==> src/rtl/uart_tx_scheduler_if.sv <==
// Client + TxUART side bundle of the uart_tx_scheduler.
// master = scheduler, slave = requesters / UART wrapper.
interface uart_tx_scheduler_if #(
    parameter int NUM_REQ = 4
);
    localparam int GW = $clog2(NUM_REQ);

    logic [NUM_REQ-1:0]      req;
    logic [NUM_REQ-1:0][7:0] data;
    logic [NUM_REQ-1:0]      ack;
    logic                    cfg_req;
    logic [7:0]              cfg_data;
    logic                    cfg_ack;
    logic                    send;
    logic                    conf;
    logic [7:0]              dpin;
    logic                    busy;
    logic                    active;
    logic [GW-1:0]           grant_id;
    logic                    err;

    modport master (
        input  req, data, cfg_req, cfg_data, busy,
        output ack, cfg_ack, send, conf, dpin, active, grant_id, err
    );

    modport slave (
        output req, data, cfg_req, cfg_data, busy,
        input  ack, cfg_ack, send, conf, dpin, active, grant_id, err
    );
endinterface

==> src/rtl/uart_tx_scheduler.sv <==
// Round-robin scheduler sharing one TxUART between NUM_REQ byte requesters and a config port.
// Optional ISSUE timeout abort enabled by defining UART_SCHED_TIMEOUT_EN.
module uart_tx_scheduler #(
    parameter int NUM_REQ     = 4,
    parameter int TIMEOUT_CYC = 1024
) (
    input logic                 clk,
    input logic                 rst,
    uart_tx_scheduler_if.master bus
);
    localparam int GW = $clog2(NUM_REQ);

    typedef enum logic [1:0] {IDLE, ISSUE, WAIT_DONE} state_t;

    state_t             state_q, state_d;
    logic [GW-1:0]      ptr_q, ptr_d;
    logic [GW-1:0]      gnt_q, gnt_d;
    logic               send_q, send_d;
    logic               conf_q, conf_d;
    logic               active_q, active_d;
    logic               cfg_ack_q, cfg_ack_d;
    logic [7:0]         dpin_q, dpin_d;
    logic [NUM_REQ-1:0] ack_q, ack_d;

    logic               pick_vld;
    logic [GW-1:0]      pick_idx;
    logic [GW:0]        cand;

`ifdef UART_SCHED_TIMEOUT_EN
    localparam int TW = (TIMEOUT_CYC > 1) ? $clog2(TIMEOUT_CYC) : 1;
    logic [TW-1:0] tmo_q, tmo_d;
    logic          err_q, err_d;
    logic          tmo_hit;
    assign tmo_hit = (tmo_q == TW'(TIMEOUT_CYC - 1));
`endif

    // Scan from ptr+NUM_REQ down to ptr+1 so the nearest set request after ptr wins.
    always_comb begin
        pick_vld = 1'b0;
        pick_idx = '0;
        cand     = '0;
        for (int off = NUM_REQ; off >= 1; off--) begin
            cand = {1'b0, ptr_q} + (GW+1)'(off);
            if (cand >= (GW+1)'(NUM_REQ))
                cand = cand - (GW+1)'(NUM_REQ);
            if (bus.req[cand[GW-1:0]]) begin
                pick_vld = 1'b1;
                pick_idx = cand[GW-1:0];
            end
        end
    end

    always_comb begin
        state_d   = state_q;
        ptr_d     = ptr_q;
        gnt_d     = gnt_q;
        send_d    = send_q;
        conf_d    = conf_q;
        dpin_d    = dpin_q;
        active_d  = active_q;
        ack_d     = '0;
        cfg_ack_d = 1'b0;
`ifdef UART_SCHED_TIMEOUT_EN
        err_d     = 1'b0;
        tmo_d     = tmo_q;
`endif
        unique case (state_q)
            IDLE: begin
                // A still-busy UART holds off every grant, config included.
                if (!bus.busy && (bus.cfg_req || pick_vld)) begin
                    state_d  = ISSUE;
                    send_d   = 1'b1;
                    active_d = 1'b1;
`ifdef UART_SCHED_TIMEOUT_EN
                    tmo_d    = '0;
`endif
                    if (bus.cfg_req) begin
                        conf_d = 1'b1;
                        dpin_d = bus.cfg_data;
                    end else begin
                        conf_d = 1'b0;
                        dpin_d = bus.data[pick_idx];
                        gnt_d  = pick_idx;
                    end
                end
            end
            ISSUE: begin
                if (bus.busy) begin
                    state_d = WAIT_DONE;
                    send_d  = 1'b0;
                    if (conf_q) cfg_ack_d    = 1'b1;
                    else        ack_d[gnt_q] = 1'b1;
                end
`ifdef UART_SCHED_TIMEOUT_EN
                else if (tmo_hit) begin
                    state_d  = IDLE;
                    send_d   = 1'b0;
                    conf_d   = 1'b0;
                    active_d = 1'b0;
                    err_d    = 1'b1;
                    if (!conf_q) ptr_d = gnt_q;
                end else begin
                    tmo_d = tmo_q + 1'b1;
                end
`endif
            end
            WAIT_DONE: begin
                if (!bus.busy) begin
                    state_d  = IDLE;
                    active_d = 1'b0;
                    conf_d   = 1'b0;
                    if (!conf_q) ptr_d = gnt_q;
                end
            end
            default: state_d = IDLE;
        endcase
    end

    always_ff @(posedge clk) begin
        if (rst) begin
            state_q   <= IDLE;
            ptr_q     <= GW'(NUM_REQ - 1);
            gnt_q     <= '0;
            send_q    <= 1'b0;
            conf_q    <= 1'b0;
            dpin_q    <= '0;
            active_q  <= 1'b0;
            ack_q     <= '0;
            cfg_ack_q <= 1'b0;
`ifdef UART_SCHED_TIMEOUT_EN
            tmo_q     <= '0;
            err_q     <= 1'b0;
`endif
        end else begin
            state_q   <= state_d;
            ptr_q     <= ptr_d;
            gnt_q     <= gnt_d;
            send_q    <= send_d;
            conf_q    <= conf_d;
            dpin_q    <= dpin_d;
            active_q  <= active_d;
            ack_q     <= ack_d;
            cfg_ack_q <= cfg_ack_d;
`ifdef UART_SCHED_TIMEOUT_EN
            tmo_q     <= tmo_d;
            err_q     <= err_d;
`endif
        end
    end

    assign bus.send     = send_q;
    assign bus.conf     = conf_q;
    assign bus.dpin     = dpin_q;
    assign bus.active   = active_q;
    assign bus.grant_id = gnt_q;
    assign bus.ack      = ack_q;
    assign bus.cfg_ack  = cfg_ack_q;
`ifdef UART_SCHED_TIMEOUT_EN
    assign bus.err      = err_q;
`else
    assign bus.err      = 1'b0;
`endif
endmodule

==> src/flat_wrapper.sv <==
// flat-port wrapper written by rule: the top's interface ports become plain ports
module uart_tx_scheduler_flat 
#(
    parameter int NUM_REQ     = 4,
    parameter int TIMEOUT_CYC = 1024
)
  (clk, rst, bus_req, bus_data, bus_cfg_req, bus_cfg_data, bus_busy, bus_ack, bus_cfg_ack, bus_send, bus_conf, bus_dpin, bus_active, bus_grant_id, bus_err);
  uart_tx_scheduler_if #(.NUM_REQ(NUM_REQ)) bus_i ();
  input logic clk;
  input logic rst;
  input wire logic [$bits(bus_i.req)-1:0] bus_req;
  input wire logic [$bits(bus_i.data)-1:0] bus_data;
  input wire logic [$bits(bus_i.cfg_req)-1:0] bus_cfg_req;
  input wire logic [$bits(bus_i.cfg_data)-1:0] bus_cfg_data;
  input wire logic [$bits(bus_i.busy)-1:0] bus_busy;
  output wire logic [$bits(bus_i.ack)-1:0] bus_ack;
  output wire logic [$bits(bus_i.cfg_ack)-1:0] bus_cfg_ack;
  output wire logic [$bits(bus_i.send)-1:0] bus_send;
  output wire logic [$bits(bus_i.conf)-1:0] bus_conf;
  output wire logic [$bits(bus_i.dpin)-1:0] bus_dpin;
  output wire logic [$bits(bus_i.active)-1:0] bus_active;
  output wire logic [$bits(bus_i.grant_id)-1:0] bus_grant_id;
  output wire logic [$bits(bus_i.err)-1:0] bus_err;
  assign bus_i.req = bus_req;
  assign bus_i.data = bus_data;
  assign bus_i.cfg_req = bus_cfg_req;
  assign bus_i.cfg_data = bus_cfg_data;
  assign bus_i.busy = bus_busy;
  assign bus_ack = bus_i.ack;
  assign bus_cfg_ack = bus_i.cfg_ack;
  assign bus_send = bus_i.send;
  assign bus_conf = bus_i.conf;
  assign bus_dpin = bus_i.dpin;
  assign bus_active = bus_i.active;
  assign bus_grant_id = bus_i.grant_id;
  assign bus_err = bus_i.err;
  uart_tx_scheduler #(.NUM_REQ(NUM_REQ), .TIMEOUT_CYC(TIMEOUT_CYC)) u_core (.clk(clk), .rst(rst), .bus(bus_i));
endmodule
==> config.mk <==
export PLATFORM = sky130hd
export DESIGN_NAME = uart_tx_scheduler_flat
export DESIGN_NICKNAME = d
export VERILOG_FILES = /design/src/rtl/uart_tx_scheduler_if.sv /design/src/rtl/uart_tx_scheduler.sv /design/src/flat_wrapper.sv
export SDC_FILE = /design/constraint.sdc
export NUM_CORES = 1
export LEC_CHECK = 0
export CORE_MARGIN = 2
export CORE_UTILIZATION = 42
export DETAILED_ROUTE_END_ITERATION = 8
export PLACE_DENSITY = 0.8
export SLEW_MARGIN = 5
export SYNTH_ARGS = -nofsm -noshare
export SYNTH_HDL_FRONTEND = slang
export SYNTH_SLANG_ARGS = --single-unit
export TNS_END_PERCENT = 5
==> constraint.sdc <==
create_clock -name clk -period 1.83 [get_ports clk]
set_input_delay 0.183 -clock clk [delete_from_list [all_inputs] [get_ports clk]]
set_output_delay 0.183 -clock clk [all_outputs]
set_load 0.005 [all_outputs]
Word-level counts from Yosys, hierarchy flattened:

Index checks and enable logic that the tools add are counted.

* bits in registers: 22
* bits of input ports: 48
* output and inout port bits: 19
* word-level logic and storage cells: 90

* add/subtract/negate cells: 8
* order comparisons: 11
* equality and inequality tests: 5
* multiplexer cells: 38
* bitwise operators: 4
* reductions and logical operators: 15

Operators with widths (number)
* 2-bit 2-to-1 mux: 11
* 2-bit by 3-bit < comparator with 1-bit output, second input constant: 6
* 8-bit binary-select mux with 2-bit select: 1
* 8-bit 2-to-1 mux: 2
* 1-bit 2-to-1 mux: 15
* 3-bit AND reduction: 5
* 3-bit >= comparator, second input constant: 4
* 1-bit binary-select mux with 2-bit select: 4
* 2-bit by 1-bit subtractor with 2-bit output, second input constant: 4
* 2-bit by 2-bit adder with 3-bit output, second input constant: 2
* 1-bit one-hot mux with 2 select lines: 3
* 2-bit one-hot mux with 3 select lines: 1
* 2-bit != test, second input constant: 2
* 1-bit NOT: 4
* 2-bit nonzero test: 2
* 4-bit OR reduction: 1
* 2-bit by 1-bit adder with 3-bit output, second input constant: 1
* 2-bit by 3-bit adder with 3-bit output, second input constant: 1
* 3-bit OR reduction: 1
* 1-bit demux with 2-bit select: 1
* 2-bit by 1-bit equality test with 1-bit output, second input constant: 1
* 2-bit equality test, second input constant: 1
* 2-bit by 1-bit >= comparator with 1-bit output, second input constant: 1
* 1-bit logical AND: 2
* 5 further kinds: 5

Depth between registers and ports, before layout:

Gate-level depths: netlist of the first run.

* depth after elaboration: 13
* gate-level depth with buffers: 8
* depth with buffers taken out: 5

Worst setup path before layout of the first run:

Ideal clock, no wire load.

* kind: register -> register
* start: register u_core.ptr_q[1]
* end: register u_core.dpin_q[0], in the netlist u_core.bus.dpin[0]
* library setup time: 0.124 ns
* data arrival time: 1.562 ns
* data required time: 1.706 ns
* slack: 0.144 ns
* stages on the path, launching flop included: 9
* buffers on the path: 3
* clock period less this slack: 1.686 ns
* cells stage by stage: dfxtp_1 buf_6 mux2_4 a21o_1 buf_6 a21oi_4 buf_8 mux2i_1 a31oi_1

* cells in the longest elaborated chain, start to end: 12
* elaborated cells on any way between the ends: 38
* those cells by class: add/sub (8); order compare (4); mux (23); reduce/logical (3)

RTL lines
* start, declared: line uart_tx_scheduler.sv:16 `logic [GW-1:0] ptr_q, ptr_d;`
* start signal, assigned: line uart_tx_scheduler.sv:122 `ptr_q <= GW'(NUM_REQ - 1);`
* start signal, assigned: line uart_tx_scheduler.sv:136 `ptr_q <= ptr_d;`
* 2-bit by 3-bit adder with 3-bit output: line uart_tx_scheduler.sv:43 `cand = {1'b0, ptr_q} + (GW+1)'(off);`
* 3-bit >= comparator / 2-bit by 1-bit subtractor with 2-bit output (equally long branches): line uart_tx_scheduler.sv:44, uart_tx_scheduler.sv:45
* 2-bit 2-to-1 mux: line uart_tx_scheduler.sv:44 `if (cand >= (GW+1)'(NUM_REQ))`
* 1-bit binary-select mux with 2-bit select: line uart_tx_scheduler.sv:46 `if (bus.req[cand[GW-1:0]]) begin`
* 1-bit 2-to-1 mux (not written as such): line uart_tx_scheduler.sv:46
* 2-bit 2-to-1 mux / 1-bit 2-to-1 mux (equally long branches) (4 in series): line uart_tx_scheduler.sv:46
* 8-bit binary-select mux with 2-bit select / 1-bit logical OR (equally long branches): line uart_tx_scheduler.sv:82, uart_tx_scheduler.sv:70
* 8-bit 2-to-1 mux (not written as such) / 1-bit logical AND (equally long branches): line uart_tx_scheduler.sv:82, uart_tx_scheduler.sv:70
* 8-bit 2-to-1 mux / 2-bit AND reduction (equally long branches)
* end signal, assigned: line uart_tx_scheduler.sv:140 `dpin_q <= dpin_d;`
* end, declared: line uart_tx_scheduler.sv:22 `logic [7:0] dpin_q, dpin_d;`

Parallel ways exist; a longest one is shown, timed or not. The select of a mux whose other input is x is not followed.
A chain may end at the register's enable or synchronous reset.

Worst setup path in the final report of the first run:

* start: register u_core.ptr_q[1]
* end: register u_core.dpin_q[2], in the netlist u_core.bus.dpin[2]

The elaborated chain is that of the path after synthesis.

==> run_results.csv, run 1 <==
group,metric,value,unit
outcome,status,"finished clean",
setup_path,critPathKind,"reg2reg",
synth,synth_area_leaders,"dfxtp_1 28%, nor3b_1 8.3%, o21ai_0 6.1%, mux2i_1 5.2%, nor2b_1 4.9%",
power_and_ir_drop,p_per_area,571.6,nW/µm²
clock_network,postCtsResizedCells,0,
global_routing,grt_pass1_vias,1500,
clock_network,cts-hold-fix-buffers,0,
setup_path,path_max_fanout,9,
timing,fin_crit_sh,93.46,%
floorplan,die_h,64.68,µm
setup_path,critical_path.startpoint,"u_core.ptr_q[1]",
synth,synth-warning-count,0,
setup_path,worstPathRequired,1.98,ns
final_layout,n_fill_cell,303,
placement,gp_congestion,0.8048,
timing,fin_hold_ws,0.4722,ns
clock_network,clock_latency,0.27,ns
synth,synth_area_leader_cell,"dfxtp_1",
clock_network,htreeDepth,1,
floorplan,initial_core_util,42.89,%
setup_path,cp-start-kind,"flop",
route,wl_per_cell,12.89,µm
synth,synthCells,199,
route,drcViolationCount,0,
timing,setup_viol,0,
placement,dpl.hpwl,3072,µm
synth,synth.top_cell.area_share,28.48,%
floorplan,coreArea,3606,µm²
synth,netlist_area,1546,µm²
global_routing,grt_max_degree,22,
final_layout,antenna_cells,0,
clock_network,cts_buffer_depth,2,
clock_network,cts_tree,"done",
floorplan,std_cell_rows,22,
synth,ys_types,36,
floorplan,die_area,4184,µm²
clock_network,clk_pin_slew,0.08,ns
timing,fin_skew,0.001832,ns
timing,max_freq,584.7,MHz
timing,hold_violations,0,
timing,min_period,1.710,ns
floorplan,io_pins,67,
final_layout,finalInstanceArea,2396,µm²
floorplan,fp.dieW,64.68,µm
hold_path,hold_path_class,"reg2reg",
clock_network,cts_buffers,3,
hold_path,hold_path_depth,2,
global_routing,antenna_found_initial,0,
final_layout,final_common_cell,"clkdlybuf4s50_1",
global_routing,grt_first_pass_wirelength,6672,µm
synth,avgSynthCellArea,7.771,µm²
global_routing,globalRouteTotalUtil,19.95,%
placement,placed_area,2315,µm²
placement,io_buffers,65,
final_layout,drive_above_1_share,11.03,%
final_layout,area_delta_synth_final,54.94,%
setup_path,reg2reg_depth,6,
final_layout,final_cell_mix,"65 x clkdlybuf4s50_1, 21 x dfxtp_1, 19 x o21ai_0, 17 x nor3b_1, 16 x buf_4",
setup_path,timing.rr.start,"u_core.ptr_q[1]",
clock_network,cts_root_buf,"clkbuf_8",
final_layout,nets,321,
setup_path,end_kind,"flop",
setup_path,crit_arrival,1.86,ns
final_layout,multi_input_area,980.9,µm²
route,wirelength,4125,µm
hold_path,hp-start,"u_core.bus.active",
run,maxCapViolCount,0,
power_and_ir_drop,leakage,0.9406,nW
route,viasPerCell,5.228,
route,ant_nets,0,
route,first_pass_iters,4,
power_and_ir_drop,ir_worst_vdd,351.0,µV
synth,seq_area_frac_synth,28.48,%
route,route.vias.total,1673,
global_routing,grt_remaining_overflow,0,
synth,synth_seq_cells,22,
route,drt_iter0_drc,130,
timing,slew_viol_final,0,
clock_network,cts_setup_buffers,0,
synth,syn_nets,247,
final_layout,regArea,444.2,µm²
clock_network,cts_sinks,22,
## synth_stat cells (all sizes together)
cell type / number
and3: 1
nand2b: 6
a21o: 2
a211o: 2
o21ai: 20
or4: 1
nand2: 13
a22oi: 8
nor2: 7
clkinv: 1
o21bai: 9
a31oi: 9
and2b: 1
o21a: 1
nor4: 1
nand3: 1
dfxtp: 22
nor3: 5
mux2: 1
inv: 12
nor3b: 18
a211oi: 9
buf: 6
nand3b: 1
a21oi: 14
conb: 1
mux2i: 8
nor2b: 12
clkbuf: 7
## worst max-delay path, cell delays in order (launching register included)
cell	delay, ns
dfxtp_4	0.39
mux2_4	0.31
a21o_2	0.27
a21oi_4	0.15
buf_12	0.15
mux2i_1	0.21
a31oi_1	0.10
## area by class of cell
cell class / count / area share [%]
sequential: 22 / 18.54
timing repair buffer: 82 / 33.00
tap: 48 / 2.507
clock inverter: 1 / 1.253
multi-input combinational: 151 / 40.94
clock buffer: 3 / 1.723
inverter: 13 / 2.037
## final timing paths
check | endpoint | slack [ns]
worst max-delay path | u_core.bus.dpin[2] | 0.12
worst min-delay path | u_core.bus.active | 0.47
worst max register to register | u_core.bus.dpin[2] | 0.12
worst min register to register | u_core.bus.active | 0.47
## sequential cells by signal, summed over array words and instances, names as in the netlist
name and flops:
u_core.bus.ack 4, u_core.bus.dpin 8, u_core.bus.grant_id 2, u_core.ptr_q 2, u_core.bus.send 1, u_core.bus.active 1, u_core.bus.conf 1, u_core.bus.cfg_ack 1
u_core.state_q 2
## metal layers
metal	part of all wire (%)	vias up	global-route usage, %
li1	-	863	-
met1	48	746	26.38
met2	45	59	32.94
met3	6.2	5	3.646
met4	1.1	0	6.117
met5	0	-	0
## kinds of logic (layout without fill, tap and decap cells)
group,Yosys count,after routing,share of synthesized area [%]
compound gates,74,74,31.23
simple gates,67,67,25.41
buf+inv,26,99,8.494
flops,22,22,28.48
mux,9,9,6.149
other cells,1,1,0.2425
## power by group
group	total [mW]	switching (mW)	internal, mW
clock network	0.457	0.164	0.292
registers	0.529	0.0234	0.506
logic	0.384	0.151	0.233
total	1.37	0.339	1.03
## metrics by stage
| step | setup WS, ns | utilization, % | instances | power, mW | TNS [ns] |
|---|---|---|---|---|---|
| global route | -0.007775 | 66.45 | 320 | 1.430 | -0.007775 |
| CTS | 0.01727 | 66.17 | 320 | 1.372 | 0 |
| global placement | -0.1152 | 64.19 | 316 | 0.9160 | -0.9224 |
| floorplan | 0.1435 | - | 199 | 0.7087 | 0 |
| detailed placement | -0.1719 | 64.19 | 316 | 0.9219 | -1.526 |
| finish | 0.1196 | 66.45 | 320 | 1.370 | 0 |
(Power assumes the default switching activity.)
==> run 2: changes to the inputs <==
--- a/config.mk
+++ b/config.mk
@@ -5,10 +5,11 @@
 export SDC_FILE = /design/constraint.sdc
 export NUM_CORES = 1
 export LEC_CHECK = 0
-export CORE_MARGIN = 2
-export CORE_UTILIZATION = 42
+export CORE_UTILIZATION = 54
 export DETAILED_ROUTE_END_ITERATION = 8
-export PLACE_DENSITY = 0.8
+export DONT_BUFFER_PORTS = 1
+export PLACE_DENSITY = 0.69
+export SETUP_SLACK_MARGIN = 0.05
 export SLEW_MARGIN = 5
 export SYNTH_ARGS = -nofsm -noshare
 export SYNTH_HDL_FRONTEND = slang
==> run 2 against run 1 <==
Compared with the run above: via count decreased by 13%; design area decreased by 30%; global-route usage increased by 3.0 points; wire length decreased by 13%; largest power group unchanged; highest routed layer unchanged; first-iteration DRC count decreased by 12%; critical path depth unchanged; die area decreased by 26%; critical endpoint is now u_core.bus.dpin[1]; worst setup slack improved by 0.048 ns; clock-buffer cell count unchanged; worst hold slack got worse by 0.46 ns.
==> run_results.csv, run 2 (synthesized netlist as in run 1, its figures left out) <==
group,metric,value,unit
timing,max_freq,601.6,MHz
timing,hold_violations,0,
final_layout,nets,250,
global_routing,grt_remaining_overflow,0,
final_layout,area_delta_synth_final,8.576,%
timing,fin_skew,0.001383,ns
clock_network,clock_latency,0.31,ns
setup_path,path_delay_family,"compound AO/OA/AOI/OAI gates",
final_layout,final_common_cell,"dfxtp_1",
final_layout,final_cell_mix,"20 x dfxtp_1, 18 x o21ai_0, 17 x nor3b_1, 13 x a21oi_1, 13 x nand2_1",
final_layout,regArea,445.4,µm²
setup_path,cpPeakStageDelay,0.40,ns
floorplan,fp.dieW,55.52,µm
timing,setup_tns,0,ns
setup_path,worstPathRequired,2.08,ns
global_routing,antenna_found_initial,0,
timing,fin_hold_ws,0.01368,ns
timing,slew_viol_final,0,
route,wirelength,3577,µm
route,wl_per_cell,15.42,µm
route,ant_nets,0,
timing,min_period,1.662,ns
global_routing,grt_pass1_vias,1280,
timing,setup_viol,0,
outcome,status,"finished clean",
clock_network,cts_root_buf,"clkbuf_4",
setup_path,critPathKind,"reg2reg",
setup_path,end_kind,"flop",
setup_path,cp_cell_sequence,"mux2_4 > a21o_4 > buf_4 > a211oi_1 > o21ai_0 > a31oi_1",
timing,worst_pin_slew,0.5909,ns
floorplan,coreArea,2734,µm²
hold_path,hold_path_class,"in2reg",
setup_path,path_max_fanout,6,
clock_network,cts_sinks,22,
route,viasPerCell,6.250,
setup_path,slowest_stage,"dfxtp_4",
clock_network,cts_buffers,3,
route,drcViolationCount,0,
placement,gp_congestion,0.8667,
floorplan,die_area,3082,µm²
clock_network,clk_pin_slew,0.13,ns
floorplan,die_h,55.52,µm
placement,io_buffers,0,
power_and_ir_drop,p_per_area,665.2,nW/µm²
run,maxCapViolCount,0,
floorplan,std_cell_rows,19,
timing,relSlewSlack,60.52,%
setup_path,cp.buffers_inverters,1,
power_and_ir_drop,ir_worst_vdd,628.4,µV
global_routing,grt_max_degree,32,
power_and_ir_drop,leakage,0.6581,nW
global_routing,globalRouteTotalUtil,22.94,%
final_layout,n_fill_cell,249,
clock_network,cts_tree,"done",
timing,grt_setup_unrepaired,"yes",
route,route.vias.total,1450,
route,drt_iter0_drc,115,
timing,fin_crit_sh,90.84,%
clock_network,cts_buffer_depth,2,
global_routing,grt_first_pass_wirelength,5678,µm
floorplan,io_pins,67,
final_layout,antenna_cells,0,
final_layout,multi_input_area,991.0,µm²
setup_path,cp-start-kind,"flop",
setup_path,crit_arrival,1.92,ns
final_layout,drive_above_1_share,10.45,%
route,first_pass_iters,4,
floorplan,initial_core_util,56.57,%
placement,dpl.hpwl,2632,µm
final_layout,largest_reg_flops,8,
clock_network,htreeDepth,1,
run 2: path summary, 6_finish.rpt:
path | startpoint | endpoint | slack (ns) | cells past startpoint
worst max register to register | u_core.ptr_q[1] | u_core.bus.dpin[1] | 0.17 | 6
worst min register to register | u_core.bus.active | u_core.bus.active | 0.48 | 2
worst min-delay path | rst | u_core.bus.dpin[2] | 0.01 | 2
worst max-delay path | u_core.ptr_q[1] | u_core.bus.dpin[1] | 0.17 | 6
run 2: worst reg2reg max path, delay by kind of cell, from the launching register on:
kind	cells	cell delay (ns)
compound gates	4	0.75
flops	1	0.40
mux	1	0.31
buf+inv	1	0.15
run 2: routing by layer:
layer,vias up,part of all wire [%],track usage [%]
li1,718,-,-
met1,658,47,31.77
met3,6,6.1,3.981
met2,68,45,35.80
met5,-,0,0
met4,0,1.5,8.214
run 2: area by class of cell:
type                            count  share of cell area [%]
Clock buffer                        3                   1.341
Clock inverter                      1                   1.788
Inverter                           13                   2.906
Multi-Input combinational cell    151                   59.02
Sequential cell                    22                   26.53
Tap cell                           31                   2.310
Timing Repair Buffer               11                   6.110
run 2: report_power, final:
group	internal [mW]	total, mW	switching (mW)
sequential	0.506	0.533	0.0267
combinational	0.102	0.206	0.104
clock	0.221	0.378	0.157
run 2: what timing repair did:
item,CTS,global route
cloned,0,0
setup buffers,1,0
hold buffers,3,0
gates resized for setup,1,6
endpoints found under the hold margin,8,0
endpoints found under the setup margin,6,8
run 2: per-stage QoR:
step                      utilization, %  power [mW]  area, µm²  std cells  worst slack (ns)
final                              61.42       1.117       1679        232            0.1676
after global routing               61.42       1.156       1679        232           0.02458
after CTS                          60.87       1.112       1664        232           0.01651
after detailed placement           56.89      0.7324       1555        224           0.03928
after global placement             56.89      0.7248       1555        224           0.07902
after floorplan                        -      0.7087       1546        199            0.1435
==> run 3: changes to the inputs <==
--- a/config.mk
+++ b/config.mk
@@ -5,6 +5,7 @@
 export SDC_FILE = /design/constraint.sdc
 export NUM_CORES = 1
 export LEC_CHECK = 0
+export ABC_AREA = 1
 export CORE_UTILIZATION = 54
 export DETAILED_ROUTE_END_ITERATION = 8
 export DONT_BUFFER_PORTS = 1
==> run 3 against run 2 <==
Compared with the run above: global-route usage increased by 1.9 points; first-iteration DRC count decreased by 57%; cell count increased by 6.9%; synthesized area decreased by 8.7%; wire length increased by 11%; fmax decreased by 5.5%; via count increased by 1.8%; combinational power increased by 120%; die area decreased by 8.4%; critical path depth increased by 7.
==> run_results.csv, run 3 <==
group,metric,value,unit
route,wl_per_cell,16.00,µm
global_routing,grt_pass1_vias,1195,
clock_network,htreeDepth,1,
floorplan,fp.dieW,53.13,µm
synth,synth_common_cells,"43 x nand3_1, 37 x nand2_1, 22 x dfxtp_1",
setup_path,rrSetupSlack,0.07,ns
global_routing,grt_max_degree,18,
timing,hold_violations,0,
synth,ys_types,26,
power_and_ir_drop,ir_worst_vdd,618.1,µV
synth,synth-warning-count,0,
synth,synth_area_leader_cell,"dfxtp_1",
timing,fin_crit_sh,96.13,%
setup_path,cpPeakStageDelay,0.39,ns
final_layout,area_delta_synth_final,27.75,%
global_routing,grt_remaining_overflow,0,
setup_path,crit_arrival,2.00,ns
route,first_pass_iters,4,
synth,synthArstFlopShare,0,%
final_layout,nets,267,
route,ant_nets,0,
synth,synth.top_cell.area_share,31.21,%
global_routing,antenna_found_initial,0,
clock_network,clk_pin_slew,0.12,ns
placement,dpl.hpwl,2489,µm
timing,min_period,1.759,ns
floorplan,initial_core_util,56.97,%
setup_path,cp.buffers_inverters,3,
timing,max_freq,568.4,MHz
synth,synth_edf_count,0,
timing,grt_setup_unrepaired,"yes",
timing,setup_tns,0,ns
setup_path,critPathKind,"reg2reg",
final_layout,fin_util,72.78,%
synth,netlist_area,1411,µm²
synth,synthCells,204,
synth,synth_seq_cells,22,
route,drt_iter0_drc,50,
global_routing,grt_first_pass_wirelength,5161,µm
synth,synth_most_common_cell,"nand3_1",
route,wirelength,3969,µm
final_layout,antenna_cells,0,
setup_path,slowest_stage,"dfxtp_4",
final_layout,final_cell_mix,"29 x nand2_1, 28 x nand3_1, 20 x dfxtp_1, 19 x nand2_2, 16 x nand3_2",
final_layout,drive_above_1_share,38.99,%
setup_path,cp_cell_sequence,"buf_4 > nand2_1 > nand2_2 > nand2_2 > nand2_4 > inv_4 > nand3_4 > buf_6 > nand2_8 > nand2_4 > nand3_2 > nand3_2 > a21oi_2",
run,maxCapViolCount,0,
final_layout,final_common_cell,"nand2_1",
timing,setup_viol,0,
synth,syn_nets,252,
setup_path,path_delay_family,"simple AND/OR/NAND/NOR gates",
clock_network,cts_sinks,22,
floorplan,std_cell_rows,18,
placement,io_buffers,0,
route,route.vias.total,1476,
timing,slew_viol_final,0,
clock_network,cts_root_buf,"clkbuf_4",
power_and_ir_drop,p_per_area,697.3,nW/µm²
setup_path,cp_num_cells,13,
clock_network,cts_tree,"done",
setup_path,reg2reg_depth,13,
outcome,status,"finished clean",
floorplan,coreArea,2477,µm²
hold_path,hold_path_depth,3,
hold_path,hold_path_class,"in2reg",
synth,ys.flop_type,"dfxtp_1",
clock_network,clock_latency,0.31,ns
setup_path,cp-start-kind,"flop",
route,drcViolationCount,0,
synth,synth_area_leaders,"dfxtp_1 31%, nand3_1 15%, nand2_1 9.8%, nand2_2 7.1%, a21oi_1 5.3%",
floorplan,io_pins,67,
synth,avgSynthCellArea,6.918,µm²
clock_network,cts_buffer_depth,2,
floorplan,die_area,2822,µm²
setup_path,path_max_fanout,8,
timing,fin_hold_ws,0.05202,ns
floorplan,die_h,53.13,µm
setup_path,end_kind,"flop",
timing,fin_skew,0.008618,ns
final_layout,largest_reg_flops,8,
final_layout,n_fill_cell,199,
setup_path,worstPathRequired,2.07,ns
power_and_ir_drop,leakage,0.7709,nW
global_routing,globalRouteTotalUtil,24.87,%
synth,seq_area_frac_synth,31.21,%
clock_network,cts_buffers,3,
placement,gp_congestion,0.8073,
route,viasPerCell,5.952,
## run 3: cell count changes in the layout (fill, tap and decap cells not counted), sizes merged, moves of 5 or more
| cell | delta |
|---|---|
| a21oi | +9 |
| a31oi | -9 |
| nor3b | -18 |
| nand2b | -6 |
| buf | +5 |
| mux2i | -8 |
| a211oi | -9 |
| o21ai | -7 |
| o21bai | -9 |
| a22oi | -8 |
| inv | +7 |
| nand2 | +47 |
| nand3 | +44 |
| nor2b | -12 |
## run 3: cells by family (layout without fill, tap and decap cells)
kind of cell	Yosys count	after routing	share of synthesized area [%]
compound gates	38	38	16.49
buf+inv	29	39	10.73
flops	22	22	31.21
other cells	1	1	0.2657
simple gates	114	118	41.31
## run 3: final timing paths
check | from | to
setup / recovery | u_core.ptr_q[0] | u_core.bus.dpin[7]
hold / removal | rst | u_core.state_q[1]
setup reg to reg | u_core.ptr_q[0] | u_core.bus.dpin[7]
hold reg to reg | u_core.bus.active | u_core.bus.active
## run 3: repair_timing
| item | CTS | global route |
|---|---|---|
| endpoints found under the setup margin | 13 | 12 |
| setup buffers | 0 | 11 |
| endpoints found under the hold margin | 4 | 0 |
| resized for setup | 3 | 44 |
| pin swaps | 0 | 28 |
| gates cloned | 0 | 5 |
| hold buffers | 1 | 0 |
## run 3: layout make-up
type / instances / area (µm²) / area share [%]
Sequential cell: 22 / 445.4 / 24.71
Tap cell: 30 / 37.54 / 2.082
Multi-Input combinational cell: 157 / 1044 / 57.88
Timing Repair Buffer: 15 / 160.2 / 8.883
Clock buffer: 4 / 36.28 / 2.012
Inverter: 20 / 80.08 / 4.441
## run 3: worst reg2reg max path, cell delays in order, from the launching register on
cell and delay, ns:
dfxtp_4 0.39, buf_4 0.14, nand2_1 0.08, nand2_2 0.08, nand2_2 0.10, nand2_4 0.07
inv_4 0.09, nand3_4 0.13, buf_6 0.17, nand2_8 0.11, nand2_4 0.05, nand3_2 0.07
nand3_2 0.08, a21oi_2 0.14
## run 3: power by group
part | total [mW] | internal (mW) | switching, mW
clock | 0.265 | 0.121 | 0.144
sequential | 0.540 | 0.512 | 0.0279
combinational | 0.453 | 0.175 | 0.278
total | 1.26 | 0.808 | 0.449
## run 3: per-stage QoR
step	std cells	total power, mW	setup slack [ns]	instance area, µm²
3_3_place_gp	227	0.8367	-0.1399	1390
5_1_grt	248	1.324	-0.01339	1803
4_1_cts	232	1.110	0.06936	1443
2_1_floorplan	204	0.8208	0.2453	1411
3_5_place_dp	227	0.8457	-0.2379	1390
6_report	248	1.257	0.07073	1803
## run 3: routing by layer
metal / track usage [%] / wire length (µm) / up-vias
met5: 0 / 0 / -
met4: 5.263 / 48 / 0
met3: 5.460 / 295 / 8
met2: 43.88 / 2121 / 79
met1: 30.46 / 1503 / 679
li1: - / - / 710
